--- config.mk ---
export PLATFORM = sky130hd
export DESIGN_NAME = intadd_issue
export DESIGN_NICKNAME = d
export VERILOG_FILES = /design/src/rtl/intadd_pkg.sv /design/src/rtl/intadd_cmd_fifo.sv /design/src/rtl/intadd_issue.sv
export SDC_FILE = /design/constraint.sdc
export NUM_CORES = 1
export LEC_CHECK = 0
export BUFFER_PORTS_ARGS = -buffer_cell sky130_fd_sc_hd__buf_4
export CAP_MARGIN = 20
export CORE_ASPECT_RATIO = 0.9
export CORE_MARGIN = 2
export CORE_UTILIZATION = 40
export DETAILED_ROUTE_END_ITERATION = 10
export PLACE_DENSITY_LB_ADDON = 0.15
export SETUP_SLACK_MARGIN = 0.15
export SLEW_MARGIN = 20
export SYNTH_ARGS = -nofsm -noshare
export SYNTH_HDL_FRONTEND = slang
export SYNTH_HIERARCHICAL = 1
export SYNTH_SLANG_ARGS = --single-unit
--- constraint.sdc ---
create_clock -name clk -period 2.6 [get_ports clk]
set_input_delay 0.13 -clock clk [delete_from_list [all_inputs] [get_ports clk]]
set_output_delay 0.13 -clock clk [all_outputs]
set_load 0.02 [all_outputs]
--- src/rtl/intadd_pkg.sv ---
// Shared types for the intadd issue path: precision codes, the 11-bit
// cru_intadd control word, and the control half of a queued add command.
package intadd_pkg;

    localparam logic [1:0] PREC_32 = 2'b11;
    localparam logic [1:0] PREC_8  = 2'b00;

    // Control word driven to intadd; field order matches the wire order.
    typedef struct packed {
        logic       inst_valid;
        logic [1:0] prec_s0;
        logic [1:0] prec_s1;
        logic [1:0] prec_s2;
        logic       sign_s0;
        logic       sign_s1;
        logic       sign_s2;
        logic       update_st;
    } cru_intadd_t;

    // Per-command control fields; sign is {sign_s0, sign_s1, sign_s2}.
    typedef struct packed {
        logic [1:0] prec;
        logic [2:0] sign;
        logic       update_st;
    } intadd_cmd_t;

    typedef enum logic {
        IDLE,
        ISSUE
    } issue_state_t;

    // Only the two defined precision modes are legal.
    function automatic logic prec_legal(input logic [1:0] p);
        return (p == PREC_32) || (p == PREC_8);
    endfunction

    // Build the control word for one beat; update_st only rides the last beat.
    function automatic cru_intadd_t make_cru(input intadd_cmd_t c, input logic last);
        cru_intadd_t w;
        w.inst_valid = 1'b1;
        w.prec_s0    = c.prec;
        w.prec_s1    = c.prec;
        w.prec_s2    = c.prec;
        w.sign_s0    = c.sign[2];
        w.sign_s1    = c.sign[1];
        w.sign_s2    = c.sign[0];
        w.update_st  = c.update_st & last;
        return w;
    endfunction

endpackage

--- src/rtl/intadd_cmd_fifo.sv ---
// Small synchronous FIFO for queued add commands. full/empty are registered,
// so a push is refused while full even if the head is popped that cycle.
module intadd_cmd_fifo #(
    parameter int WIDTH = 8,
    parameter int DEPTH = 2
) (
    input  logic             clk,
    input  logic             rst,
    input  logic             push,
    input  logic [WIDTH-1:0] push_data,
    input  logic             pop,
    output logic [WIDTH-1:0] pop_data,
    output logic             full,
    output logic             empty
);

    localparam int PTR_W = $clog2(DEPTH);
    localparam int CNT_W = $clog2(DEPTH + 1);

    logic [WIDTH-1:0] mem [DEPTH];
    logic [PTR_W-1:0] wr_ptr, rd_ptr;
    logic [CNT_W-1:0] count, count_nxt;
    logic             do_push, do_pop;

    assign do_push  = push && !full;
    assign do_pop   = pop && !empty;
    assign pop_data = mem[rd_ptr];

    // Next occupancy from the accepted push/pop pair.
    always_comb begin
        count_nxt = count;
        if (do_push && !do_pop)
            count_nxt = count + 1'b1;
        else if (!do_push && do_pop)
            count_nxt = count - 1'b1;
    end

    // Storage array; contents need no reset since empty guards reads.
    always_ff @(posedge clk) begin
        if (do_push)
            mem[wr_ptr] <= push_data;
    end

    // Pointers and registered occupancy flags; pointers wrap at DEPTH (power of two).
    always_ff @(posedge clk) begin
        if (rst) begin
            wr_ptr <= '0;
            rd_ptr <= '0;
            count  <= '0;
            full   <= 1'b0;
            empty  <= 1'b1;
        end else begin
            if (do_push) wr_ptr <= wr_ptr + 1'b1;
            if (do_pop)  rd_ptr <= rd_ptr + 1'b1;
            count <= count_nxt;
            full  <= (count_nxt == CNT_W'(DEPTH));
            empty <= (count_nxt == '0);
        end
    end

endmodule

--- src/rtl/intadd_issue.sv ---
// Microinstruction issuer for intadd: queues macro add commands and expands
// each into back-to-back beats through a 3-stage pipeline
// (S0 register-file read, S1 cru_intadd, S2 write-back strobe).
module intadd_issue
    import intadd_pkg::*;
#(
    parameter int CMD_DEPTH = 2,
    parameter int ADDR_W    = 5,
    parameter int BEAT_W    = 4
) (
    input  logic              clk,
    input  logic              rst,
    input  logic              cmd_valid,
    output logic              cmd_ready,
    input  logic [1:0]        cmd_prec,
    input  logic [2:0]        cmd_sign,
    input  logic              cmd_update_st,
    input  logic [ADDR_W-1:0] cmd_src0_addr,
    input  logic [ADDR_W-1:0] cmd_src1_addr,
    input  logic [ADDR_W-1:0] cmd_src2_addr,
    input  logic [ADDR_W-1:0] cmd_dst_addr,
    input  logic [BEAT_W-1:0] cmd_beats,
    input  logic              stall,
    output logic              rf_rd_en,
    output logic [ADDR_W-1:0] rf_rd_addr0,
    output logic [ADDR_W-1:0] rf_rd_addr1,
    output logic [ADDR_W-1:0] rf_rd_addr2,
    output logic [10:0]       cru_intadd,
    output logic              wb_valid,
    output logic [ADDR_W-1:0] wb_addr,
    output logic              wb_last,
    output logic              busy,
    output logic              err
);

    localparam int CMD_W = $bits(intadd_cmd_t) + 4 * ADDR_W + BEAT_W;

    logic [CMD_W-1:0]  fifo_in, fifo_out;
    logic              fifo_full, fifo_empty, fifo_pop;
    intadd_cmd_t       cmd_ctl, head_ctl;
    logic [ADDR_W-1:0] head_src0, head_src1, head_src2, head_dst;
    logic [BEAT_W-1:0] head_beats;

    issue_state_t      state;
    intadd_cmd_t       ctl;
    logic [ADDR_W-1:0] src0, src1, src2, dst;
    logic [BEAT_W-1:0] beat, last_beat;
    logic              issue, is_last, head_legal, load;

    cru_intadd_t       cru_q;
    logic [ADDR_W-1:0] s1_wb_addr;
    logic              s1_last;
    logic [2:1]        vld_pipe;

    assign cmd_ctl = '{prec: cmd_prec, sign: cmd_sign, update_st: cmd_update_st};
    assign fifo_in = {cmd_ctl, cmd_src0_addr, cmd_src1_addr, cmd_src2_addr,
                      cmd_dst_addr, cmd_beats};
    assign {head_ctl, head_src0, head_src1, head_src2, head_dst, head_beats} = fifo_out;

    intadd_cmd_fifo #(
        .WIDTH (CMD_W),
        .DEPTH (CMD_DEPTH)
    ) u_cmd_fifo (
        .clk       (clk),
        .rst       (rst),
        .push      (cmd_valid),
        .push_data (fifo_in),
        .pop       (fifo_pop),
        .pop_data  (fifo_out),
        .full      (fifo_full),
        .empty     (fifo_empty)
    );

    assign cmd_ready = !fifo_full;

    // A beat leaves S0 whenever the FSM holds a command and is not stalled.
    // The head is popped from IDLE, or on the last beat for a zero-bubble reload.
    assign issue      = (state == ISSUE) && !stall;
    assign is_last    = (beat == last_beat);
    assign head_legal = prec_legal(head_ctl.prec);
    assign fifo_pop   = !fifo_empty && ((state == IDLE) || (issue && is_last));
    assign load       = fifo_pop && head_legal;

    // S0 outputs are driven straight from the beat being issued this cycle.
    assign rf_rd_en    = issue;
    assign rf_rd_addr0 = issue ? src0 + ADDR_W'(beat) : '0;
    assign rf_rd_addr1 = issue ? src1 + ADDR_W'(beat) : '0;
    assign rf_rd_addr2 = issue ? src2 + ADDR_W'(beat) : '0;

    // Command FSM: pop/load, beat counting, illegal-precision error pulse.
    always_ff @(posedge clk) begin
        if (rst) begin
            state     <= IDLE;
            ctl       <= '0;
            src0      <= '0;
            src1      <= '0;
            src2      <= '0;
            dst       <= '0;
            beat      <= '0;
            last_beat <= '0;
            err       <= 1'b0;
        end else begin
            err <= fifo_pop && !head_legal;
            if (load) begin
                ctl       <= head_ctl;
                src0      <= head_src0;
                src1      <= head_src1;
                src2      <= head_src2;
                dst       <= head_dst;
                beat      <= '0;
                last_beat <= head_beats;
            end else if (issue && !is_last) begin
                beat <= beat + 1'b1;
            end
            if (fifo_pop)
                state <= head_legal ? ISSUE : IDLE;
            else if (issue && is_last)
                state <= IDLE;
        end
    end

    // S1/S2 pipeline: control word aligned with RF data, then write-back strobe.
    always_ff @(posedge clk) begin
        if (rst) begin
            vld_pipe   <= '0;
            cru_q      <= '0;
            s1_wb_addr <= '0;
            s1_last    <= 1'b0;
            wb_addr    <= '0;
            wb_last    <= 1'b0;
        end else begin
            vld_pipe   <= {vld_pipe[1], issue};
            cru_q      <= issue ? make_cru(ctl, is_last) : '0;
            s1_wb_addr <= issue ? dst + ADDR_W'(beat) : '0;
            s1_last    <= issue && is_last;
            wb_addr    <= s1_wb_addr;
            wb_last    <= s1_last;
        end
    end

    assign cru_intadd = cru_q;
    assign wb_valid   = vld_pipe[2];
    assign busy       = (state != IDLE) || (|vld_pipe);

endmodule
# Word level (Yosys, flattened, before mapping)
# Memories as Yosys holds them, arrays and structs flattened. A register that Yosys moved wholly into a read port is not among the register bits.
# Index checks and enable logic that the tools add are counted.
# classes
order_cmp	0
reduce_logical	26
addsub	9
n_mux	13
eq_ne	3
shifts	0
mul	0
n_bitwise	3
div_mod_pow	0
# ops
op	n
adder 5 x 4 -> 5 bit	4
two-way mux 5 bit	3
two-way mux 11 bit	1
logical AND 1 bit	10
zero test 1 bit	7
two-way mux 1 bit	7
OR reduction 2 bit	3
adder 4 x 1 -> 4 bit, second input constant	1
equality test 2 bit, second input constant	2
equality test 4 bit	1
zero test 2 bit	2
two-way mux 2 bit	2
logical OR 1 bit	3
adder 1 bit, second input constant	2
adder 2 x 1 -> 2 bit, second input constant	1
inverter 1 bit	2
nonzero test 2 bit	1
subtractor 2 x 1 -> 2 bit, second input constant	1
bitwise AND 1 bit	1
# totals
ramBits	60
ff_bits	63
mem_bits_ro	0
mem_count	1
elab_cells	82
latchBits	0
# mem_list
memory	words	width	read_ports	rd_ports_with_merged_regs	wr	line	rtl
u_cmd_fifo.mem	2	30	1	1	1	intadd_cmd_fifo.sv:20	logic [WIDTH-1:0] mem [DEPTH];

# Depth between registers and ports, before layout
# logic_depth
depth_word	10
depth_mapped	10

# Cells and area by module
# The synthesis kept the hierarchy.
# by_module_without_submodules
mod	area_each_um2	instances	cells_per_inst
intadd_issue	2864.0	1	289
intadd_cmd_fifo	2524.9	1	131

# Worst setup path before layout
# Ideal clock, no wire load.
# synth_path
kind	register to register
start	register u_cmd_fifo.full
end	memory u_cmd_fifo/mem[0][0] (netlist name) (enable)
arrival_ps	1841
required_time_ps	2183
setup_time_ps	417
path_stages_with_launch	4
period_less_slack_ps	2258
path_slack_ps	342
path_cell_list	dfxtp_1 -> nand2b_4 -> buf_6 -> nor2_1
# synth_via
elab_chain_cells	4
# synth_rtl
element	line	rtl
from (decl)	intadd_cmd_fifo.sv:13	output logic full,
from (signal assigned)	intadd_cmd_fifo.sv:56	full <= (count_nxt == CNT_W'(DEPTH));
zero test 1 bit	intadd_cmd_fifo.sv:25	assign do_push = push && !full;
logical AND 1 bit	intadd_cmd_fifo.sv:25	
two-way mux 1 bit	intadd_cmd_fifo.sv:40	if (do_push)
two-way mux 1 bit (implied by the code)	intadd_cmd_fifo.sv:41	mem[wr_ptr] <= push_data;
to (decl)	intadd_cmd_fifo.sv:20	
# Every way passes these cells.

# Worst setup path in the final report
# layout_path
start	register beat[0]
end	output port rf_rd_addr1[4]
# layout_via
elab_chain_cells	2
# layout_rtl
element	line	rtl
from (decl)	intadd_issue.sv:47	logic [BEAT_W-1:0] beat, last_beat;
from (signal assigned)	intadd_issue.sv:113	beat <= beat + 1'b1;
adder 5 x 4 -> 5 bit	intadd_issue.sv:87	assign rf_rd_addr1 = issue ? src1 + ADDR_W'(beat) : '0;
two-way mux 5 bit	intadd_issue.sv:87	
to (decl)	intadd_issue.sv:26	output logic [ADDR_W-1:0] rf_rd_addr1,
# Every way passes these cells.

==> out/summary.txt <==
Outcome -> finished clean
Placed instance area -> 0.00606 mm²
Die X -> 126 µm
YS warnings -> 6
Largest net degree at the start of global routing -> 55
Max_slew headroom -> 70.1%
Grt total ovfl -> 0
Worst Path Buf+Inv -> 1
DR vias/cell -> 4.71
# fillers -> 1,127
WP data arrival -> 2.21 ns
Syn Nets -> 475
Residual DRC -> 0
Initial antenna violation count -> 0
Critical path class -> reg -> out
Number of synthesized flops with an enable pin -> 60
Slew Viols, Final -> 0
Post-place setup slack -> 0.372 ns
Power per standard cell area -> 941 mW/mm²
CTS Buf Count -> 17
P_leak -> 2.78 nW
CTS Root Cell -> clkbuf_16
Setup TNS -> 0 ns
Setup ws final -> 0.261 ns
Antenna diodes -> 0
Final Instance Area -> 0.00695 mm²
Non-Filler Instances -> 707
Post-synth top flop -> dfxtp_1
Worst hold path class -> in -> reg
Clock latency on the worst-skew pair -> 0.41 ns
GP Congestion -> 0.793
Routed len/inst -> 14.9 µm
Asr flop ratio synth -> 0%
Synthesized area -> 0.00539 mm²
H-tree Lvls -> 4
Slowest CP cell -> fa_1
Multi-input gate area -> 0.00216 mm²
DRT iter0 DRCs -> 146
CP Data Required Time -> 2.47 ns
Vias -> 3,330
# rows -> 40
CTS max path bufs -> 2
Die area -> 0.0144 mm²
Max Cap Violations -> 0
Area Overhead vs Synth -> 29.0%
Drt pass-1 iters -> 4
CTS tree -> yes
CP endpoint kind -> output pin
Final Hold Viols -> 0
Startpoint types -> flop
Register clock-pin slew on the reported worst setup and hold paths -> 0.05 ns
Placed insts -> 645
Seq cells post-synth -> 123
Commonest non-fill, non-tap cells in the layout -> buf_4 (78), dfxtp_1 (62), nand2b_1 (60), edfxtp_1 (60)
Nets -> 581
Share of layout cells above drive strength 1 -> 28.4%
Worst Max-Slew Pin Slew -> 0.448 ns
Initial Utilization -> 40.6%
WL final -> 10.6 mm
Core area -> 0.0133 mm²
Most common cell after layout, fill and taps aside -> buf_4
CP max FO -> 9
Die Y -> 114 µm
CP max stage delay -> 0.40 ns
Minimum clock period -> 2.34 ns
Register area -> 0.00306 mm²
Total GRT Usage -> 15.4%
# Post-CTS Setup Buffers -> 0
Tcrit/Tclk final -> 90.0%
Critical-path cell list -> ha_1 -> fa_1 -> a21o_1 -> a21oi_1 -> xor2_1 -> nor2_1 -> buf_4
Worst IR Drop VDD -> 0.628 mV
Clk_skew -> 0.00791 ns
RSZ-0062 raised after global routing -> false
Cells after Synth -> 420
ANT nets after route -> 0
Detailed placer's ending HPWL -> 6.98 mm
Family with the most delay on the worst path -> adder cells
Sequential area share after synthesis -> 56.8%
# IOs -> 71
Count of final setup violators -> 0
Vias in the first global route -> 3,239
Achievable frequency -> 427 MHz
Library cells used by synthesis -> 46
Mean Syn Cell Area -> 12.8 µm²
First-pass GRT wire length -> 16.9 mm
Clock sinks -> 123
Final core area utilization -> 52.4%
PortBufs -> 70
cells in the mapped netlist (2+ instances only):
master	count	area, µm²
nand2b_1	60	375
clkbuf_1	8	30.0
a211oi_1	4	30.0
buf_4	4	30.0
and2_1	12	75.1
nand3_1	2	10.0
mux2i_1	28	280
edfxtp_1	60	1800
xnor2_1	12	105
nor3b_1	2	15.0
a21oi_1	11	55.1
fa_1	4	80.1
ha_1	17	213
nor2_1	22	82.6
dfxtp_1	63	1260
and3_1	2	12.5
mux2_2	30	338
nor2b_1	7	43.8
buf_6	6	67.6
buf_2	3	15.0
or3_1	4	25.0
a211oi_2	2	25.0
a21o_1	8	60.1
xor2_1	8	70.1
nand2_1	5	18.8
o32ai_1	3	26.3
o21ai_0	6	30.0
nor3_1	4	20.0
inv_1	6	22.5
flip-flops by register name (all words and copies together), names as in the netlist, 2 cells and up, named ones only:
register	cells
u_cmd_fifo/count	2
dst	5
cru_intadd	6
s1_wb_addr	5
beat	4
u_cmd_fifo/mem	60
last_beat	4
ctl	6
src0	5
src2	5
src1	5
vld_pipe	2
wb_addr	5
worst min-delay path, delay by kind of cell:
| family | cells | cell delay, ns |
|---|---|---|
| AOI/OAI and AO/OA | 2 | 0.19 |
| buffers and inverters | 1 | 0.10 |
power by group:
| group | total, mW | internal [mW] | switching (mW) |
|---|---|---|---|
| logic | 1.62 | 0.778 | 0.842 |
| clock network | 2.29 | 1.46 | 0.837 |
| registers | 2.63 | 2.40 | 0.232 |
| total | 6.54 | 4.63 | 1.91 |
per-stage QoR:
| step | hold WS, ns | power, mW |
|---|---|---|
| final | 0.0514 | 6.54 |
| after global placement | 0.315 | 4.24 |
| after CTS | 0.0369 | 6.62 |
| after detailed placement | 0.318 | 4.26 |
| after global routing | 0.0415 | 6.87 |
| after floorplan | 0.199 | 3.87 |
kinds of logic after synthesis:
group	count (synthesis)	share of synthesized area (%)
muxes	58	11.5
and+or+nand+nor	130	14.4
DFF	123	56.8
xor gates and xnor gates	21	3.76
AOI/OAI and AO/OA	38	4.92
adders and majority gates	21	5.43
buffers and inverters	29	3.20
what timing repair did:
item / 4_1_cts / 5_1_grt
hold endpoints to repair: 60 / 0
resized for setup: 1 / 2
endpoints found under the setup margin: 1 / 1
hold buffers: 30 / 0
pin swaps: 0 / 1
per-layer routing:
| metal | wire length (µm) | share of wire (%) | vias up | global-route usage [%] |
|---|---|---|---|---|
| met3 | 429 | 4.1 | 10 | 5.23 |
| met2 | 4620 | 44 | 70 | 22.6 |
| li1 | - | - | 1686 | - |
| met5 | 0 | 0 | - | 0 |
| met1 | 5370 | 51 | 1564 | 21.2 |
| met4 | 140 | 1.3 | 0 | 5.79 |
final timing paths:
check	start	depth (start not counted)	slack [ns]	end
worst max-delay path	beat[0]$_SDFFE_PP0P_	7	0.26	rf_rd_addr1[4]
worst max register to register	beat[2]$_SDFFE_PP0P_	8	0.43	u_cmd_fifo/empty$_SDFF_PP1_
worst min register to register	s1_last$_SDFF_PP0_	1	0.43	wb_last$_SDFF_PP0_
worst min-delay path	stall	3	0.05	state$_SDFFE_PP0P_
area by class of cell:
cell class                      count  share of cell area, %
Inverter                            7                  0.378
Sequential cell                   123                   44.1
Tap cell                          168                   3.02
Clock inverter                     11                   1.73
Multi-Input combinational cell    268                   31.1
Clock buffer                       21                   6.63
Timing Repair Buffer              109                   13.0
Power figures use the tool's default switching activity.
